$ cat src/rtl/olink_tx_framer_if.sv
// Payload handshake between the word source and the optical-link transmit framer.
// The source drives in_d/in_v and the framer answers with in_rdy.
interface olink_tx_framer_if;
    logic [31:0] in_d;
    logic        in_v;
    logic        in_rdy;

    modport master (output in_d, in_v, input in_rdy);
    modport slave  (input in_d, in_v, output in_rdy);
endinterface

$ cat src/rtl/olink_tx_framer.sv
// Transmit framer: turns 32-bit payload words into LO/HI 16-bit halves for the GTX.
// Also inserts sequence-numbered comma pairs and fills unused pairs with IDLE.
module olink_tx_framer #(
    parameter int unsigned COMMA_PERIOD = 64
) (
    input  logic                   clk_link,
    input  logic                   reset_n,
    input  logic                   enable,
    olink_tx_framer_if.slave       in_bus,
    input  logic [15:0]            comma_user,
    input  logic                   comma_req,
    input  logic                   counter_reset,
    output logic [15:0]            tx_d,
    output logic [1:0]             tx_k,
    output logic [31:0]            words_sent,
    output logic [15:0]            commas_sent
);
    typedef enum logic [1:0] {
        PAIR_IDLE,
        PAIR_DATA,
        PAIR_COMMA
    } pair_t;

    localparam logic [15:0] IDLE_WORD = 16'hF7F7;
    localparam logic [15:0] CNT_LAST  = 16'(COMMA_PERIOD - 1);

    logic        phase_hi;
    pair_t       pair;
    logic [15:0] hold;
    logic [15:0] pair_cnt;
    logic [7:0]  seq;
    logic        first_flag;
    logic        comma_pending;
    logic        comma_sel;
    logic        xfer;
    logic        comma_inc;

    // Comma selection depends only on registered state, so in_rdy never looks at in_v.
    assign comma_sel     = first_flag || comma_pending || (pair_cnt == CNT_LAST);
    assign in_bus.in_rdy = phase_hi && enable && !comma_sel;
    assign xfer          = in_bus.in_v && in_bus.in_rdy;
    assign comma_inc     = phase_hi && comma_sel;

    always_ff @(posedge clk_link or negedge reset_n) begin
        if (!reset_n) begin
            phase_hi      <= 1'b1;
            pair          <= PAIR_IDLE;
            hold          <= IDLE_WORD;
            pair_cnt      <= '0;
            seq           <= '0;
            first_flag    <= 1'b1;
            comma_pending <= 1'b0;
            tx_d          <= IDLE_WORD;
            tx_k          <= '1;
            words_sent    <= '0;
            commas_sent   <= '0;
        end else begin
            phase_hi <= !phase_hi;
            if (phase_hi) begin
                first_flag <= 1'b0;
                if (comma_sel) begin
                    pair     <= PAIR_COMMA;
                    tx_d     <= {seq, 8'hBC};
                    tx_k     <= 2'b01;
                    hold     <= comma_user;
                    seq      <= seq + 8'd1;
                    pair_cnt <= '0;
                end else begin
                    pair_cnt <= pair_cnt + 16'd1;
                    if (xfer) begin
                        pair <= PAIR_DATA;
                        tx_d <= in_bus.in_d[15:0];
                        tx_k <= '0;
                        hold <= in_bus.in_d[31:16];
                    end else begin
                        pair <= PAIR_IDLE;
                        tx_d <= IDLE_WORD;
                        tx_k <= '1;
                        hold <= IDLE_WORD;
                    end
                end
            end else begin
                tx_d <= hold;
                tx_k <= (pair == PAIR_IDLE) ? 2'b11 : 2'b00;
            end

            // A request that lands on a comma selection is satisfied by that comma.
            if (comma_inc) begin
                comma_pending <= 1'b0;
            end else if (comma_req) begin
                comma_pending <= 1'b1;
            end

            if (counter_reset) begin
                words_sent <= '0;
            end else if (xfer) begin
                words_sent <= words_sent + 32'd1;
            end

            if (counter_reset) begin
                commas_sent <= '0;
            end else if (comma_inc) begin
                commas_sent <= commas_sent + 16'd1;
            end
        end
    end
endmodule
$ cat src/flat_wrapper.sv
// flat-port wrapper written by rule: the top's interface ports become plain ports
module olink_tx_framer_flat 
#(
    parameter int unsigned COMMA_PERIOD = 64
)
  (clk_link, reset_n, enable, comma_user, comma_req, counter_reset, tx_d, tx_k, words_sent, commas_sent, in_bus_in_d, in_bus_in_v, in_bus_in_rdy);
  olink_tx_framer_if in_bus_i ();
  input  logic clk_link;
  input  logic reset_n;
  input  logic enable;
  input  logic [15:0] comma_user;
  input  logic comma_req;
  input  logic counter_reset;
  output logic [15:0] tx_d;
  output logic [1:0] tx_k;
  output logic [31:0] words_sent;
  output logic [15:0] commas_sent;
  input wire logic [$bits(in_bus_i.in_d)-1:0] in_bus_in_d;
  input wire logic [$bits(in_bus_i.in_v)-1:0] in_bus_in_v;
  output wire logic [$bits(in_bus_i.in_rdy)-1:0] in_bus_in_rdy;
  assign in_bus_i.in_d = in_bus_in_d;
  assign in_bus_i.in_v = in_bus_in_v;
  assign in_bus_in_rdy = in_bus_i.in_rdy;
  olink_tx_framer #(.COMMA_PERIOD(COMMA_PERIOD)) u_core (.clk_link(clk_link), .reset_n(reset_n), .enable(enable), .in_bus(in_bus_i), .comma_user(comma_user), .comma_req(comma_req), .counter_reset(counter_reset), .tx_d(tx_d), .tx_k(tx_k), .words_sent(words_sent), .commas_sent(commas_sent));
endmodule
$ cat config.mk
export PLATFORM = sky130hd
export DESIGN_NAME = olink_tx_framer_flat
export DESIGN_NICKNAME = d
export VERILOG_FILES = /design/src/rtl/olink_tx_framer_if.sv /design/src/rtl/olink_tx_framer.sv /design/src/flat_wrapper.sv
export SDC_FILE = /design/constraint.sdc
export NUM_CORES = 1
export LEC_CHECK = 0
export BUFFER_PORTS_ARGS = -buffer_cell sky130_fd_sc_hd__buf_4
export CORE_MARGIN = 1
export CORE_UTILIZATION = 58
export DETAILED_ROUTE_END_ITERATION = 7
export GPL_TIMING_DRIVEN = 1
export MAX_ROUTING_LAYER = met4
export PLACE_DENSITY_LB_ADDON = 0.25
export SYNTH_ARGS = -nofsm -noshare
export SYNTH_HDL_FRONTEND = slang
export SYNTH_SLANG_ARGS = --single-unit
$ cat constraint.sdc
create_clock -name clk_link -period 4.3 [get_ports clk_link]
set_input_delay 0.645 -clock clk_link [delete_from_list [all_inputs] [get_ports clk_link]]
set_output_delay 0.645 -clock clk_link [all_outputs]
set_load 0.05 [all_outputs]
==> results of run 1 <==
==> layout by cell type, fill, tap and decap left out, drive strengths merged, types with 17 or more instances in the layout <==
master	count
buf	126
dfrtp	79
nor2	77
nand2	35
a21oi	35
dfstp	32
o21ai	30
or3	21
nand3	20
inv	19
nor3	17
==> layer usage <==
metal  track usage  vias to the layer above  routed length, um
li1              -                     2218                  -
met1         0.393                     2345               5740
met2         0.456                      185               6420
met3        0.0523                       29                801
met4        0.0930                        0                208
met5             -                        -                  0
==> final timing paths <==
check,to,slack (ns),cells after the start,start
worst min-delay path,u_core.comma_pending,0.31,1,reset_n
max in group asynchronous,u_core.hold[15],3.08,2,reset_n
worst min register to register,u_core.pair[0],0.48,1,u_core.pair[0]
min in group clk_link,u_core.tx_d[3],0.48,2,in_bus_in_d[3]
worst max register to register,u_core.commas_sent[4],1.53,5,u_core.phase_hi
worst max-delay path,in_bus_in_rdy,1.12,7,u_core.pair_cnt[0]
==> per-stage QoR <==
step | total power, mW | hold slack (ns) | cells | area [um2] | util
after floorplan | 1.37 | 0.349 | 549 | 5370 | -
after global placement | 1.49 | 0.457 | 756 | 6340 | 0.716
after detailed placement | 1.50 | 0.464 | 756 | 6340 | 0.716
after CTS | 2.13 | 0.328 | 772 | 6540 | 0.739
after global routing | 2.20 | 0.360 | 772 | 6540 | 0.739
final | 2.12 | 0.314 | 772 | 6540 | 0.739
==> cell type report <==
cell class | count | share of cell area
Timing Repair Buffer | 126 | 0.145
Sequential cell | 111 | 0.431
Clock inverter | 4 | 0.00823
Inverter | 18 | 0.0103
Clock buffer | 12 | 0.0222
Multi-Input combinational cell | 393 | 0.363
Tap cell | 108 | 0.0207
==> worst max-delay path: cells and delay by family (launching register included) <==
family | cells | cell delay, ns
buf+inv | 2 | 0.48
flops | 1 | 0.40
compound gates | 1 | 0.23
fa+ha+maj | 1 | 0.21
simple gates | 3 | 0.84
==> sequential cells by signal (all words and copies together) (netlist names) <==
name / cells
u_core.phase_hi: 1
u_core.pair_cnt: 16
u_core.hold: 16
u_core.comma_pending: 1
u_core.words_sent: 32
u_core.commas_sent: 16
u_core.pair: 2
u_core.seq: 8
u_core.tx_d: 16
u_core.tx_k: 2
u_core.first_flag: 1
==> cell families after synthesis <==
| kind of cell | Yosys count | synth area share |
|---|---|---|
| simple gates | 232 | 0.226 |
| compound gates | 128 | 0.157 |
| flops | 111 | 0.524 |
| buf+inv | 45 | 0.0347 |
| xor+xnor | 27 | 0.0440 |
| fa+ha+maj | 4 | 0.00932 |
| mux | 2 | 0.00419 |
==> power by group through the flow <==
stage / clock network (mW) / logic (mW) / registers, mW
4_1_cts: 0.648 / 0.315 / 1.17
3_5_place_dp: 0 / 0.313 / 1.19
6_report: 0.638 / 0.313 / 1.17
2_1_floorplan: 0 / 0.137 / 1.24
5_1_grt: 0.682 / 0.342 / 1.18
3_3_place_gp: 0 / 0.303 / 1.18
==> results.sh, run 1 <==
export IMPL_status="complete, but fails checks"
export IMPL_violations="design-rule violations"
export IMPL_syn_num_nets=607
export IMPL_max_freq_ghz=0.314
export IMPL_drt_iter0_drc=244
export IMPL_crit_fanout=24
export IMPL_grtUsageTotal=0.293
export IMPL_p_sw_frac=0.278
export IMPL_antennaDiodeCount=0
export IMPL_clock_path_buffers=2
export IMPL_setup_violations=0
export IMPL_power_clock_fraction=0.300
export IMPL_die_h_um=98.2
export IMPL_htree_levels=3
export IMPL_synth_avg_cell_area_um2=9.79
export IMPL_setup_ws_ns=1.12
export IMPL_grt_antenna_before_repair=0
export IMPL_ctsResizeCount=0
export IMPL_skew_ns=0.0127
export IMPL_start_kind="flop"
export IMPL_core_area_um2=8850
export IMPL_drtAntennaViolNets=0
export IMPL_multi_input_area_um2=2370
export IMPL_ir_drop_mv=0.168
export IMPL_tightest_slew_ns=1.02
export IMPL_ios=121
export IMPL_gpl_final_weighted_congestion=0.850
export IMPL_path_class="reg2out"
export IMPL_synth_edf_count=0
export IMPL_p_sw_mw=0.591
export IMPL_tritoncts="yes"
export IMPL_dieArea_um2=9650
export IMPL_clkTransAtPathRegs_ns=0.10
export IMPL_p_leak_nw=2.83
export IMPL_numCtsBuffers=9
export IMPL_fin_crit_ns=3.18
export IMPL_crit_chain="ha_1 > nand3_1 > or3_1 > o21ai_2 > buf_4 > nor2_1 > buf_4"
export IMPL_vias=4777
export IMPL_cts_setup_buffers=0
export IMPL_start_util=0.607
export IMPL_clockRootBuffer="clkbuf_8"
export IMPL_drv_slew=0
export IMPL_pwr_share_seq=0.552
export IMPL_final_nets=717
export IMPL_required_ns=3.65
export IMPL_end_kind="output pin"
export IMPL_power_density_nw_per_um2=325
export IMPL_rows=34
export IMPL_hold_viol_final=0
export IMPL_rsz0062_at_grt="false"
export IMPL_synth_area_leader_cell="dfrtp_1"
export IMPL_ys_top_cells_by_count="79 x dfrtp_1, 77 x nor2_1, 35 x a21oi_1, 35 x nand2_1, 32 x dfstp_2"
export IMPL_syn_instance_count=549
export IMPL_dp_hpwl_um=9140
export IMPL_cts_sinks=111
export IMPL_tns_ns=0
export IMPL_cp_slowest_cell="or3_1"
export IMPL_first_pass_iters=7
export IMPL_combinationalPowerShare=0.147
export IMPL_yosys_warnings=0
export IMPL_critPathMostFrequentCell="buf_4"
export IMPL_routed_via_density=6.19
export IMPL_nFillCells=640
export IMPL_drive_gt1_frac=0.285
export IMPL_seqCellArea_um2=2820
export IMPL_internal_power_mw=1.53
export IMPL_overflow=0
export IMPL_cts_hold_fix_buffers=0
export IMPL_die_w_um=98.2
export IMPL_yosysMostFrequentCell="dfrtp_1"
export IMPL_cap_violations=0
export IMPL_syn_area_um2=5370
export IMPL_grt_pass1_vias=4557
export IMPL_ys_ff_latch=111
export IMPL_wl_per_cell_um=17.1
export IMPL_synth_area_leaders="dfrtp_1 37%, dfstp_2 16%, nor2_1 5.4%"
export IMPL_syn_to_final_growth_pct=21.7
export IMPL_min_path_type="in2async"
export IMPL_arrival_ns=2.54
export IMPL_drt_wl_total_um=13200
export IMPL_slew_headroom=0.316
export IMPL_grt_max_degree=55
export IMPL_insertion_delay_ns=0.37
export IMPL_drc=5
export IMPL_grt_pass1_wl_um=21900
export IMPL_synth_cell_types=51
export IMPL_yosys_area_top_type_share=0.368
export IMPL_synth_top_flop_cell="dfrtp_1"
export IMPL_place_ws_ns=1.55
export IMPL_finalCritPeriodShare=0.740
export IMPL_synthArstFlopShare=1.00
export IMPL_seq_area_frac_synth=0.524
export IMPL_port_buffers=120
export IMPL_slowest_delay_ns=0.60
No activity file was read; power rests on OpenSTA's default activity.
==> run 2, diff against run 1 <==
CORE_UTILIZATION = 49   (was 58)
clock period = 2.9 ns   (was 4.3 ns; I/O delays follow)
==> run 2 against run 1 <==
Compared with the run above:
- the run now ends clean
- worst hold slack worse by 0.21 ns
- highest routed layer unchanged
- critical path depth did not move
- sequential power grew 48%
- die area rose by 18%
- setup slack lost 0.88 ns
- non-clock buffer count increased by 6
- total power grew 46%
- largest cell class unchanged
- routed wire length fell by 3.1%
- first-iteration DRC count rose by 9.0%
- core utilization decreased by 11 points
- sequential share of layout area fell by 0.59 points
==> results.sh, run 2 (synthesis gave the netlist of run 1 again) <==
export IMPL_die_w_um=107
export IMPL_reg2reg_from="u_core.phase_hi"
export IMPL_clock_path_buffers=2
export IMPL_final_cell_mix="131 x buf_4, 79 x dfrtp_1, 77 x nor2_1"
export IMPL_drtAntennaViolNets=0
export IMPL_tritoncts="yes"
export IMPL_p_sw_frac=0.283
export IMPL_finalCritPeriodShare=0.918
export IMPL_end_kind="output pin"
export IMPL_rr_endpoint="u_core.commas_sent[13]"
export IMPL_worst_path_buf_inv=2
export IMPL_combinationalPowerShare=0.149
export IMPL_wl_per_cell_um=15.8
export IMPL_drv_slew=0
export IMPL_ir_drop_mv=0.331
export IMPL_required_ns=2.47
export IMPL_drive_gt1_frac=0.294
export IMPL_slew_headroom=0.351
export IMPL_gpl_final_weighted_congestion=0.802
export IMPL_regMostFlops="u_core.words_sent"
export IMPL_overflow=0
export IMPL_skew_ns=0.0102
export IMPL_path_class="reg2out"
export IMPL_tightest_slew_ns=0.973
export IMPL_slowest_delay_ns=0.39
export IMPL_rows=37
export IMPL_crit_family="simple AND/OR/NAND/NOR gates"
export IMPL_rsz0062_at_grt="false"
export IMPL_grt_pass1_vias=4397
export IMPL_rr_worst_depth=5
export IMPL_numCtsBuffers=9
export IMPL_largest_register_ffs=32
export IMPL_core_area_um2=10500
export IMPL_cap_violations=0
export IMPL_vias=4602
export IMPL_dp_cells=790
export IMPL_drt_iter0_drc=266
export IMPL_drt_wl_total_um=12800
export IMPL_clockRootBuffer="clkbuf_8"
export IMPL_ios=121
export IMPL_fin_crit_ns=2.66
export IMPL_grt_pass1_wl_um=21300
export IMPL_dieArea_um2=11400
export IMPL_p_sw_mw=0.875
export IMPL_instances_no_fill=806
export IMPL_grt_antenna_before_repair=0
export IMPL_setup_violations=0
export IMPL_final_cell_area_um2=6630
export IMPL_antennaDiodeCount=0
export IMPL_r2r_slack_ns=0.42
export IMPL_nFillCells=875
export IMPL_clkTransAtPathRegs_ns=0.11
export IMPL_power_density_nw_per_um2=467
export IMPL_cp_slowest_cell="dfrtp_1"
export IMPL_first_pass_iters=4
export IMPL_crit_fanout=16
export IMPL_fin_hold_ws_ns=0.109
export IMPL_p_leak_nw=2.87
export IMPL_port_buffers=120
export IMPL_min_path_type="in2async"
export IMPL_total_power_mw=3.09
export IMPL_power_clock_fraction=0.290
export IMPL_pwr_share_seq=0.560
export IMPL_grtUsageTotal=0.241
export IMPL_internal_power_mw=2.22
export IMPL_hold_viol_final=0
export IMPL_status="complete, no violations"
export IMPL_grt_max_degree=58
export IMPL_start_kind="flop"
export IMPL_crit_chain="ha_1 > nand3_1 > or3_1 > buf_4 > o21ai_4 > nor2_1 > buf_4"
export IMPL_tns_ns=0
export IMPL_final_common_cell="buf_4"
export IMPL_arrival_ns=2.23
export IMPL_die_h_um=107
export IMPL_cts_sinks=111
export IMPL_critPathMostFrequentCell="buf_4"
export IMPL_insertion_delay_ns=0.37
export IMPL_final_nets=723
export IMPL_syn_to_final_growth_pct=23.4
export IMPL_htree_levels=3
export IMPL_drc=0
export IMPL_max_freq_ghz=0.376
export IMPL_routed_via_density=5.71
export IMPL_dp_hpwl_um=9070
export IMPL_start_util=0.514
export IMPL_place_area_um2=6430
==> run 2: timing repair <==
item / CTS / global route
endpoints found under the setup margin: 0 / 1
gates resized for setup: 0 / 1
buffers inserted: 0 / 0
hold buffers: 0 / 0
==> run 2: worst max-delay path by stage <==
| stage | to | start | depth (start not counted) | slack [ns] |
|---|---|---|---|---|
| finish | in_bus_in_rdy | u_core.pair_cnt[0] | 7 | 0.24 |
| global route | in_bus_in_rdy | u_core.pair_cnt[0] | 7 | 0.05 |
| CTS | in_bus_in_rdy | u_core.pair_cnt[0] | 7 | 0.16 |
| detailed placement | u_core.commas_sent[10] | u_core.phase_hi | 5 | 0.44 |
| global placement | u_core.commas_sent[10] | u_core.phase_hi | 5 | 0.52 |
| floorplan | in_bus_in_rdy | u_core.pair_cnt[0] | 7 | 0.45 |
==> run 2: per-layer routing <==
layer | routed length (um) | GRT usage | share of wire
met5 | 0 | - | 0
met4 | 154 | 0.0616 | 0.012
met3 | 685 | 0.0401 | 0.054
met2 | 6040 | 0.384 | 0.47
met1 | 5870 | 0.323 | 0.46
==> run 2: final cells by class <==
class | count | area (um2) | share of cell area
clock buffer | 10 | 149 | 0.0225
clock inverter | 6 | 41.3 | 0.00623
inverter | 18 | 67.6 | 0.0102
multi-input combinational | 393 | 2380 | 0.359
sequential | 111 | 2820 | 0.425
tap | 136 | 170 | 0.0257
timing repair buffer | 132 | 1000 | 0.151
==> run 2: metrics by stage <==
step	setup WS [ns]	util
floorplan	0.448	-
global placement	0.519	0.615
detailed placement	0.441	0.615
CTS	0.159	0.633
global route	0.0461	0.634
finish	0.239	0.634
==> run 2: power groups by stage <==
stage	registers, mW	logic [mW]	clock network, mW
finish	1.73	0.462	0.898
global route	1.74	0.514	0.980
CTS	1.73	0.468	0.915
detailed placement	1.76	0.466	0
global placement	1.76	0.457	0
floorplan	1.83	0.203	0
